`src/rtl/comparator_bist_pkg.sv`:
```
// ---------------------------------------------------------------------------
// comparator_bist_pkg
// Shared definitions for the comparator BIST driver:
//   state_t      - controller states (IDLE, DRIVE, SETTLE, CHECK, DONE)
//   NUM_VECTORS  - number of exhaustive input combinations (16)
//   VEC_W        - width of one stimulus vector {A,B,C,D} (4)
//   exp_z()      - golden comparator function z = (A==C) && (B==D)
// ---------------------------------------------------------------------------
package comparator_bist_pkg;

  typedef enum logic [2:0] {
    IDLE,
    DRIVE,
    SETTLE,
    CHECK,
    DONE
  } state_t;

  localparam int NUM_VECTORS = 16;
  localparam int VEC_W       = 4;

  // Vector layout is {A,B,C,D} with A as the MSB.
  function automatic logic exp_z(input logic [VEC_W-1:0] vec);
    return (vec[3] == vec[1]) && (vec[2] == vec[0]);
  endfunction

endpackage

```
`src/rtl/comparator_bist_vecgen.sv`:
```
// ---------------------------------------------------------------------------
// comparator_bist_vecgen
// Vector counter for the comparator BIST plus the golden-z decode.
// Ports:
//   clk, rst_n  - clock / asynchronous active-low reset
//   clear       - restart the sequence at vector 0 (wins over inc)
//   inc         - advance to the next vector
//   vec         - current vector {A,B,C,D}
//   exp         - expected comparator output for vec
//   last        - vec is the final vector of the sequence
// ---------------------------------------------------------------------------
module comparator_bist_vecgen
  import comparator_bist_pkg::*;
(
  input  logic             clk,
  input  logic             rst_n,
  input  logic             clear,
  input  logic             inc,
  output logic [VEC_W-1:0] vec,
  output logic             exp,
  output logic             last
);

  always_ff @(posedge clk or negedge rst_n) begin
    if (!rst_n) begin
      vec <= '0;
    end else if (clear) begin
      vec <= '0;
    end else if (inc) begin
      vec <= vec + 1'b1;
    end
  end

  assign exp  = exp_z(vec);
  assign last = (vec == VEC_W'(NUM_VECTORS - 1));

endmodule

```
`src/rtl/comparator_bist_driver.sv`:
```
// ---------------------------------------------------------------------------
// comparator_bist_driver
// Exhaustive self-test engine for the 4-input equality comparator. Drives
// every {A,B,C,D} combination, waits SETTLE_CYCLES, samples z_in and checks
// it against (A==C)&&(B==D).
// Parameters:
//   SETTLE_CYCLES - idle cycles between driving a vector and sampling z (0..15)
//   ERR_W         - width of the saturating error counter (1..8)
// Ports:
//   clk, rst_n       - clock / asynchronous active-low reset
//   start            - begins a run when idle or done
//   z_in             - comparator output under test
//   a_o..d_o         - registered stimulus to comparator inputs A..D
//   busy, done       - run in progress / run finished
//   pass             - no mismatches seen (valid while done)
//   err_cnt          - saturating mismatch count
//   first_fail_vec   - {A,B,C,D} of the first mismatch
//   first_fail_vld   - a mismatch has been recorded in this run
// Build option:
//   COMPARATOR_BIST_STOP_ON_FAIL_EN - end the run at the first mismatch and
//   hold the failing vector on the stimulus outputs.
// ---------------------------------------------------------------------------
module comparator_bist_driver
  import comparator_bist_pkg::*;
#(
  parameter int SETTLE_CYCLES = 2,
  parameter int ERR_W         = 5
) (
  input  logic             clk,
  input  logic             rst_n,
  input  logic             start,
  input  logic             z_in,
  output logic             a_o,
  output logic             b_o,
  output logic             c_o,
  output logic             d_o,
  output logic             busy,
  output logic             done,
  output logic             pass,
  output logic [ERR_W-1:0] err_cnt,
  output logic [VEC_W-1:0] first_fail_vec,
  output logic             first_fail_vld
);

  // Last settle count value; unused when SETTLE_CYCLES is 0 since SETTLE is skipped.
  localparam logic [3:0]       SETTLE_LAST = (SETTLE_CYCLES > 0) ? 4'(SETTLE_CYCLES - 1) : 4'd0;
  localparam logic [ERR_W-1:0] ERR_MAX     = '1;

  state_t           state;
  state_t           next_state;
  logic [3:0]       settle_cnt;
  logic [VEC_W-1:0] vec;
  logic             exp;
  logic             last;
  logic             load_stim;
  logic             check_en;
  logic             start_ok;
  logic             mismatch;
  logic             vec_inc;

  comparator_bist_vecgen u_vecgen (
    .clk   (clk),
    .rst_n (rst_n),
    .clear (start_ok),
    .inc   (vec_inc),
    .vec   (vec),
    .exp   (exp),
    .last  (last)
  );

  // State register
  always_ff @(posedge clk or negedge rst_n) begin
    if (!rst_n) begin
      state <= IDLE;
    end else begin
      state <= next_state;
    end
  end

  // Next-state logic
  always_comb begin
    next_state = state;
    case (state)
      IDLE, DONE: if (start) next_state = DRIVE;
      DRIVE:      next_state = (SETTLE_CYCLES > 0) ? SETTLE : CHECK;
      SETTLE:     if (settle_cnt == SETTLE_LAST) next_state = CHECK;
      CHECK: begin
`ifdef COMPARATOR_BIST_STOP_ON_FAIL_EN
        if ((z_in != exp) || last) next_state = DONE;
        else                       next_state = DRIVE;
`else
        if (last) next_state = DONE;
        else      next_state = DRIVE;
`endif
      end
      default:    next_state = IDLE;
    endcase
  end

  // Output / control decode from the current state
  always_comb begin
    busy      = 1'b0;
    done      = 1'b0;
    load_stim = 1'b0;
    check_en  = 1'b0;
    case (state)
      DRIVE: begin
        busy      = 1'b1;
        load_stim = 1'b1;
      end
      SETTLE: busy = 1'b1;
      CHECK: begin
        busy     = 1'b1;
        check_en = 1'b1;
      end
      DONE:    done = 1'b1;
      default: ;
    endcase
  end

  assign start_ok = start && ((state == IDLE) || (state == DONE));
  assign mismatch = check_en && (z_in != exp);
  // Advance only when another vector follows; on the way to DONE the counter
  // keeps pointing at the vector still held on the stimulus outputs.
  assign vec_inc  = check_en && (next_state == DRIVE);
  assign pass     = done && (err_cnt == '0);

  // Settle counter: free-runs only inside SETTLE, parked at zero otherwise
  always_ff @(posedge clk or negedge rst_n) begin
    if (!rst_n) begin
      settle_cnt <= '0;
    end else if (state == SETTLE) begin
      settle_cnt <= settle_cnt + 1'b1;
    end else begin
      settle_cnt <= '0;
    end
  end

  // Stimulus registers feeding the comparator
  always_ff @(posedge clk or negedge rst_n) begin
    if (!rst_n) begin
      {a_o, b_o, c_o, d_o} <= '0;
    end else if (load_stim) begin
      {a_o, b_o, c_o, d_o} <= vec;
    end
  end

  // Result registers: cleared by an accepted start, updated on each mismatch
  always_ff @(posedge clk or negedge rst_n) begin
    if (!rst_n) begin
      err_cnt        <= '0;
      first_fail_vec <= '0;
      first_fail_vld <= 1'b0;
    end else if (start_ok) begin
      err_cnt        <= '0;
      first_fail_vec <= '0;
      first_fail_vld <= 1'b0;
    end else if (mismatch) begin
      if (err_cnt != ERR_MAX) err_cnt <= err_cnt + ERR_W'(1);
      if (!first_fail_vld) begin
        first_fail_vec <= vec;
        first_fail_vld <= 1'b1;
      end
    end
  end

endmodule

```
`config.mk`:
```
export PLATFORM = sky130hd
export DESIGN_NAME = comparator_bist_driver
export DESIGN_NICKNAME = d
export VERILOG_FILES = /design/src/rtl/comparator_bist_pkg.sv /design/src/rtl/comparator_bist_vecgen.sv /design/src/rtl/comparator_bist_driver.sv
export SDC_FILE = /design/constraint.sdc
export NUM_CORES = 1
export LEC_CHECK = 0
export CORE_MARGIN = 1
export CORE_UTILIZATION = 52
export DETAILED_ROUTE_END_ITERATION = 16
export PLACE_DENSITY = 0.85
export SYNTH_ARGS = -nofsm -noshare
export SYNTH_HDL_FRONTEND = slang
export SYNTH_HIERARCHICAL = 1
export SYNTH_SLANG_ARGS = --single-unit
export TNS_END_PERCENT = 5
```
`constraint.sdc`:
```
create_clock -name clk -period 2.4 [get_ports clk]
set_input_delay 0.48 -clock clk [delete_from_list [all_inputs] [get_ports clk]]
set_output_delay 0.48 -clock clk [all_outputs]
set_load 0.03 [all_outputs]
```
==> results.toml, run 1 <==
[cells_and_area]
fin_cells = 170
nFillCells = 178
fin_nets = 153
drive_above_1_share_pct = 12.0
diodes = 0
layout_commonest_cell = "dfrtp_1"
layout_common_cells = "dfrtp_1, clkdlybuf4s50_1, nor2_1"
synthToLayoutAreaGrowth_pct = 20.0

[drt]
highest_layer = "met4"
antenna_left = 0
finalWirelength_um = 2440
drcViolationCount = 0
vias_per_cell = 5.67
drt_iter0_markers = 30
routedWlPerCell_um = 14.3
met1_length_um = 1110
first_pass_iters = 4
met2_length_um = 1210
vias = 964
dr_wl_met3_um = 101

[yosys]
ys_ff_latch = 25
seq_area_frac_synth_pct = 48.6
postSynthCellCount = 119
synth_edf_count = 0
synthTopCellsByArea = "dfrtp_1, ha_1, nor2_1"
yosys.cell_types.count = 35
synthesis.nets = 129
synth_top_area_cell = "dfrtp_1"
synth_ff_type = "dfrtp_1"
synthArstFlopShare_pct = 100
netlist_area_mm2 = 0.00129
ys.warnings.count = 6
synth_top_area_share_pct = 48.6
post_synth.cell_area_avg_um2 = 10.8

[clocking]
cts_buffers = 3
insertion_delay_ns = 0.30
cts_hold_buf = 0
post-cts-setup-buffers = 0
htree_levels = 1
cts_tree = "yes"
path_clk_slew_ns = 0.13
clock_sinks = 25
cts.path.max_buffers = 2
clockRootBuffer = "clkbuf_4"
ctsResizeCount = 1

[sta]
setup_viol = 0
min_period_over_period_pct = 90.4
hold_viol = 0
max_freq_mhz = 461
finalWorstSetupSlack_ns = 0.231
rsz0062_at_grt = "false"
relSlewSlack_pct = 64.3
tightest_slew_ns = 0.532
post-route-min-period_ns = 2.17
fin_hold_ws_ns = 0.498
setup_tns_ns = 0
final_max_slew_viol_count = 0
clock_skew_ns = 0.00328

[global_routing]
grt_overflow = 0
track_usage_pct = 21.6
antenna_found_initial = 0
grt_pass1_wl_um = 4230
grt_max_degree = 26
grt_pass1_vias = 913

[run_status]
outcome = "finished clean"

[floorplan]
core_mm2 = 0.00228
dieArea_mm2 = 0.00268
die_w_um = 51.8
floorplan.initialDensity_pct = 56.6
rows = 17
io_pins = 21
dieHeight_um = 51.8

[placed_design]
dp.cells = 166
portBuffers = 20
gp_congestion = 0.780
preCtsSetupSlack_ns = 0.268
dpl.hpwl_um = 1790

[critical_path]
worstPathArrival_ns = 1.69
start_kind = "flop"
crit_type = "flop to output pin"
end_kind = "output pin"
crit_fanout = 9
crit_required_ns = 1.92

[flow_run]
max_cap_violations = 0

[worst_hold_path]
min_path_type = "flop to flop"

[power]
leakage_uw = 0.000755
vdd_drop_max_mv = 0.618
p_per_area_mw_per_mm2 = 1040
[synthesized netlist by cell type, drive strengths merged, types with 3 or more instances]
| master | count |
|---|---|
| buf | 3 |
| xnor2 | 4 |
| dfrtp | 25 |
| nor2 | 13 |
| mux2 | 5 |
| o21ai | 4 |
| nand2 | 8 |
| xor2 | 4 |
| a21oi | 5 |
| inv | 6 |
| ha | 6 |
| o311ai | 4 |
| mux2i | 3 |
| nand4 | 5 |
| nand3 | 6 |
[metrics by stage]
stage | area [um^2] | total power [uW] | util (%)
2_1_floorplan | 1290 | 1200 | -
3_3_place_gp | 1520 | 1410 | 66.7
3_5_place_dp | 1520 | 1440 | 66.7
4_1_cts | 1540 | 1620 | 67.8
5_1_grt | 1550 | 1740 | 67.9
6_report | 1550 | 1610 | 67.9
[layer usage]
layer,up-vias,global-route usage [%]
li1,465,-
met1,469,29.4
met2,28,35.3
met3,2,2.63
met4,0,8.11
met5,-,0
[cells by family (layout without fill, tap and decap cells)]
family          count (synthesis)  after routing  share of synthesized area (%)
compound gates                 14             14                           7.00
xor+xnor                        8              8                           6.03
fa+ha+maj                       6              6                           5.83
buf+inv                        10             33                           3.89
mux                             8              8                           7.00
flops                          25             25                           48.6
simple gates                   48             48                           21.7
[area by class of cell]
type | instances | area, um^2 | area share, %
clock buffer | 4 | 26.3 | 1.70
inverter | 6 | 22.5 | 1.46
multi-input combinational | 84 | 612 | 39.6
sequential | 25 | 626 | 40.5
tap | 28 | 35.0 | 2.27
timing repair buffer | 23 | 224 | 14.5
[flip-flops by register name, indices dropped and copies added (netlist names), 3 cells and up]
signal,count
err_cnt,5
first_fail_vec,4
settle_cnt,4
u_vecgen/vec,4
state,3
[report_power, final]
group | internal (uW) | switching [uW]
Sequential | 525 | 113
Combinational | 328 | 467
Clock | 64.7 | 115
Total | 919 | 695
[path summary, 6_finish.rpt]
check                                start           endpoint  slack [ns]  depth (start not counted)
max reg2reg                u_vecgen/vec[0]    u_vecgen/vec[3]        0.50                          5
min                          settle_cnt[0]      settle_cnt[0]        0.50                          1
max                               state[0]               pass        0.23                          4
min in group asynchronous            rst_n      settle_cnt[2]        0.52                          2
min reg2reg                  settle_cnt[0]      settle_cnt[0]        0.50                          1
max in group asynchronous            rst_n  first_fail_vec[2]        1.64                          2
[critical path, stage by stage (launching register included)]
cell and delay, ns:
dfrtp_1 0.48, nor2_1 0.16, nand2_1 0.10, nor4_1 0.22, dlygate4sd2_1 0.42
Note: power is estimated with default switching activity, not from simulation.
==> run 2: changes to the inputs <==
Settings changed: GPL_ROUTABILITY_DRIVEN set to 0, MAX_ROUTING_LAYER set to met4, PLACE_DENSITY 0.85 to 0.75.
==> run 2 against run 1 <==
Routed wire length decreased by 0.57%. Worst hold slack got worse by 0.0027 ns. Clock skew increased by 0.0086 ns. Largest cell class unchanged. Largest power group unchanged. Highest routed layer unchanged.
==> results.toml, run 2 (synthesis gave the netlist of run 1 again) <==
[sta]
tightest_slew_ns = 0.568
max_freq_mhz = 448
setup_tns_ns = 0
setup_viol = 0
relSlewSlack_pct = 61.9
final_max_slew_viol_count = 0
post-route-min-period_ns = 2.23
rsz0062_at_grt = "false"
fin_hold_ws_ns = 0.495
hold_viol = 0
min_period_over_period_pct = 93.0
clock_skew_ns = 0.0119

[global_routing]
grt_overflow = 0
top_usage_layer = "met2"
grt_use_met1_pct = 27.3
grt_pass1_vias = 922
antenna_found_initial = 0
track_usage_pct = 21.7
grt_pass1_wl_um = 4110
grt_max_degree = 26
use_met3_pct = 5.56
use_met2_pct = 35.1

[worst_hold_path]
min_path_type = "primary input to async pin"

[cells_and_area]
largest_register_ffs = 5
drive_above_1_share_pct = 12.6
top_register = "err_cnt"
layout_commonest_cell = "dfrtp_1"
diodes = 0
synthToLayoutAreaGrowth_pct = 20.6
layout_common_cells = "dfrtp_1, clkdlybuf4s50_1, nor2_1"
fin_nets = 154

[drt]
antenna_left = 0
vias = 977
routedWlPerCell_um = 14.2
drt_iter0_markers = 10
finalWirelength_um = 2420
first_pass_iters = 4
vias_per_cell = 5.71
drcViolationCount = 0

[clocking]
clockRootBuffer = "clkbuf_4"
htree_levels = 1
cts.path.max_buffers = 2
cts_buffers = 3
cts_hold_buf = 0
insertion_delay_ns = 0.32
cts_tree = "yes"
path_clk_slew_ns = 0.14
post-cts-setup-buffers = 0
clock_sinks = 25

[floorplan]
io_pins = 21
dieArea_mm2 = 0.00268
rows = 17
dieHeight_um = 51.8
die_w_um = 51.8
core_mm2 = 0.00228
floorplan.initialDensity_pct = 56.6

[power]
p_comb_share_pct = 49.3
p_per_area_mw_per_mm2 = 1050
swShare_pct = 43.1
leakage_uw = 0.000759
total_power_uw = 1630
seq_power_share_pct = 39.3
p_int_uw = 925
p_sw_uw = 701
vdd_drop_max_mv = 0.654
p_clk_share_pct = 11.5

[critical_path]
critPathMaxStageDelay_ns = 0.49
end_kind = "output pin"
ff2ff_path_depth = 5
crit_required_ns = 1.92
r2r-end = "u_vecgen/vec[3]"
regToRegStartpoint = "u_vecgen/vec[0]"
crit_start = "state[0]"
r2r_slack_ns = 0.49
cp_cell_sequence = "nor2_1 > nand2_1 > nor4_1 > dlygate4sd2_1"
crit_family = "simple AND/OR/NAND/NOR gates"
path_buf_inv = 1
crit_fanout = 9
worst_path_max_delay_cell = "dfrtp_1"
start_kind = "flop"
crit_type = "flop to output pin"
worstPathArrival_ns = 1.75

[placed_design]
portBuffers = 20
dpl.hpwl_um = 1790

[flow_run]
max_cap_violations = 0

[run_status]
outcome = "finished clean"
==> run 2: worst max path at each step <==
stage,end,slack [ns],cells past startpoint
after global placement,pass,0.29,4
after floorplan,pass,0.22,4
final,pass,0.17,4
after CTS,done,0.11,4
after global routing,pass,0.06,4
after detailed placement,pass,0.25,4
==> run 2: final cells by class <==
cell class | instances | area, um^2
multi-input cells | 84 | 612
flip-flops and latches | 25 | 626
inverters | 6 | 22.5
well taps | 28 | 35.0
repair buffers | 24 | 231
clock buffers | 4 | 26.3
fillers | 191 | 723
==> run 2: timing repair <==
action	in CTS	in global routing
setup endpoints to repair	1	1
gates cloned	0	0
gates resized for setup	1	1
==> run 2: per-stage QoR <==
step                      util (%)  setup WS, ns  cell area, um^2  std cells
after CTS                     68.1         0.114             1550        171
after detailed placement      67.0         0.247             1530        167
after floorplan                  -         0.216             1290        119
after global placement        67.0         0.289             1530        167
after global routing          68.2        0.0637             1550        171
final                         68.2         0.169             1550        171
==> run 2: routing by layer <==
layer	part of all wire, %	up-vias
met5	0	-
met4	0.95	0
met3	3.7	4
met2	48	21
met1	47	484
li1	-	468
==> run 2: power by group through the flow <==
stage / Combinational [uW] / Clock [uW] / Sequential (uW)
2_1_floorplan: 491 / 0 / 713
3_3_place_gp: 779 / 0 / 643
3_5_place_dp: 805 / 0 / 645
4_1_cts: 807 / 196 / 637
5_1_grt: 877 / 209 / 657
6_report: 802 / 186 / 638
==> run 3: changes to the inputs <==
Settings changed: ABC_CLOCK_PERIOD_IN_PS set to 2400, CAP_MARGIN set to 25.
==> results of run 3 <==
No change in the layout: final DEF, timing and power equal those of run 2.
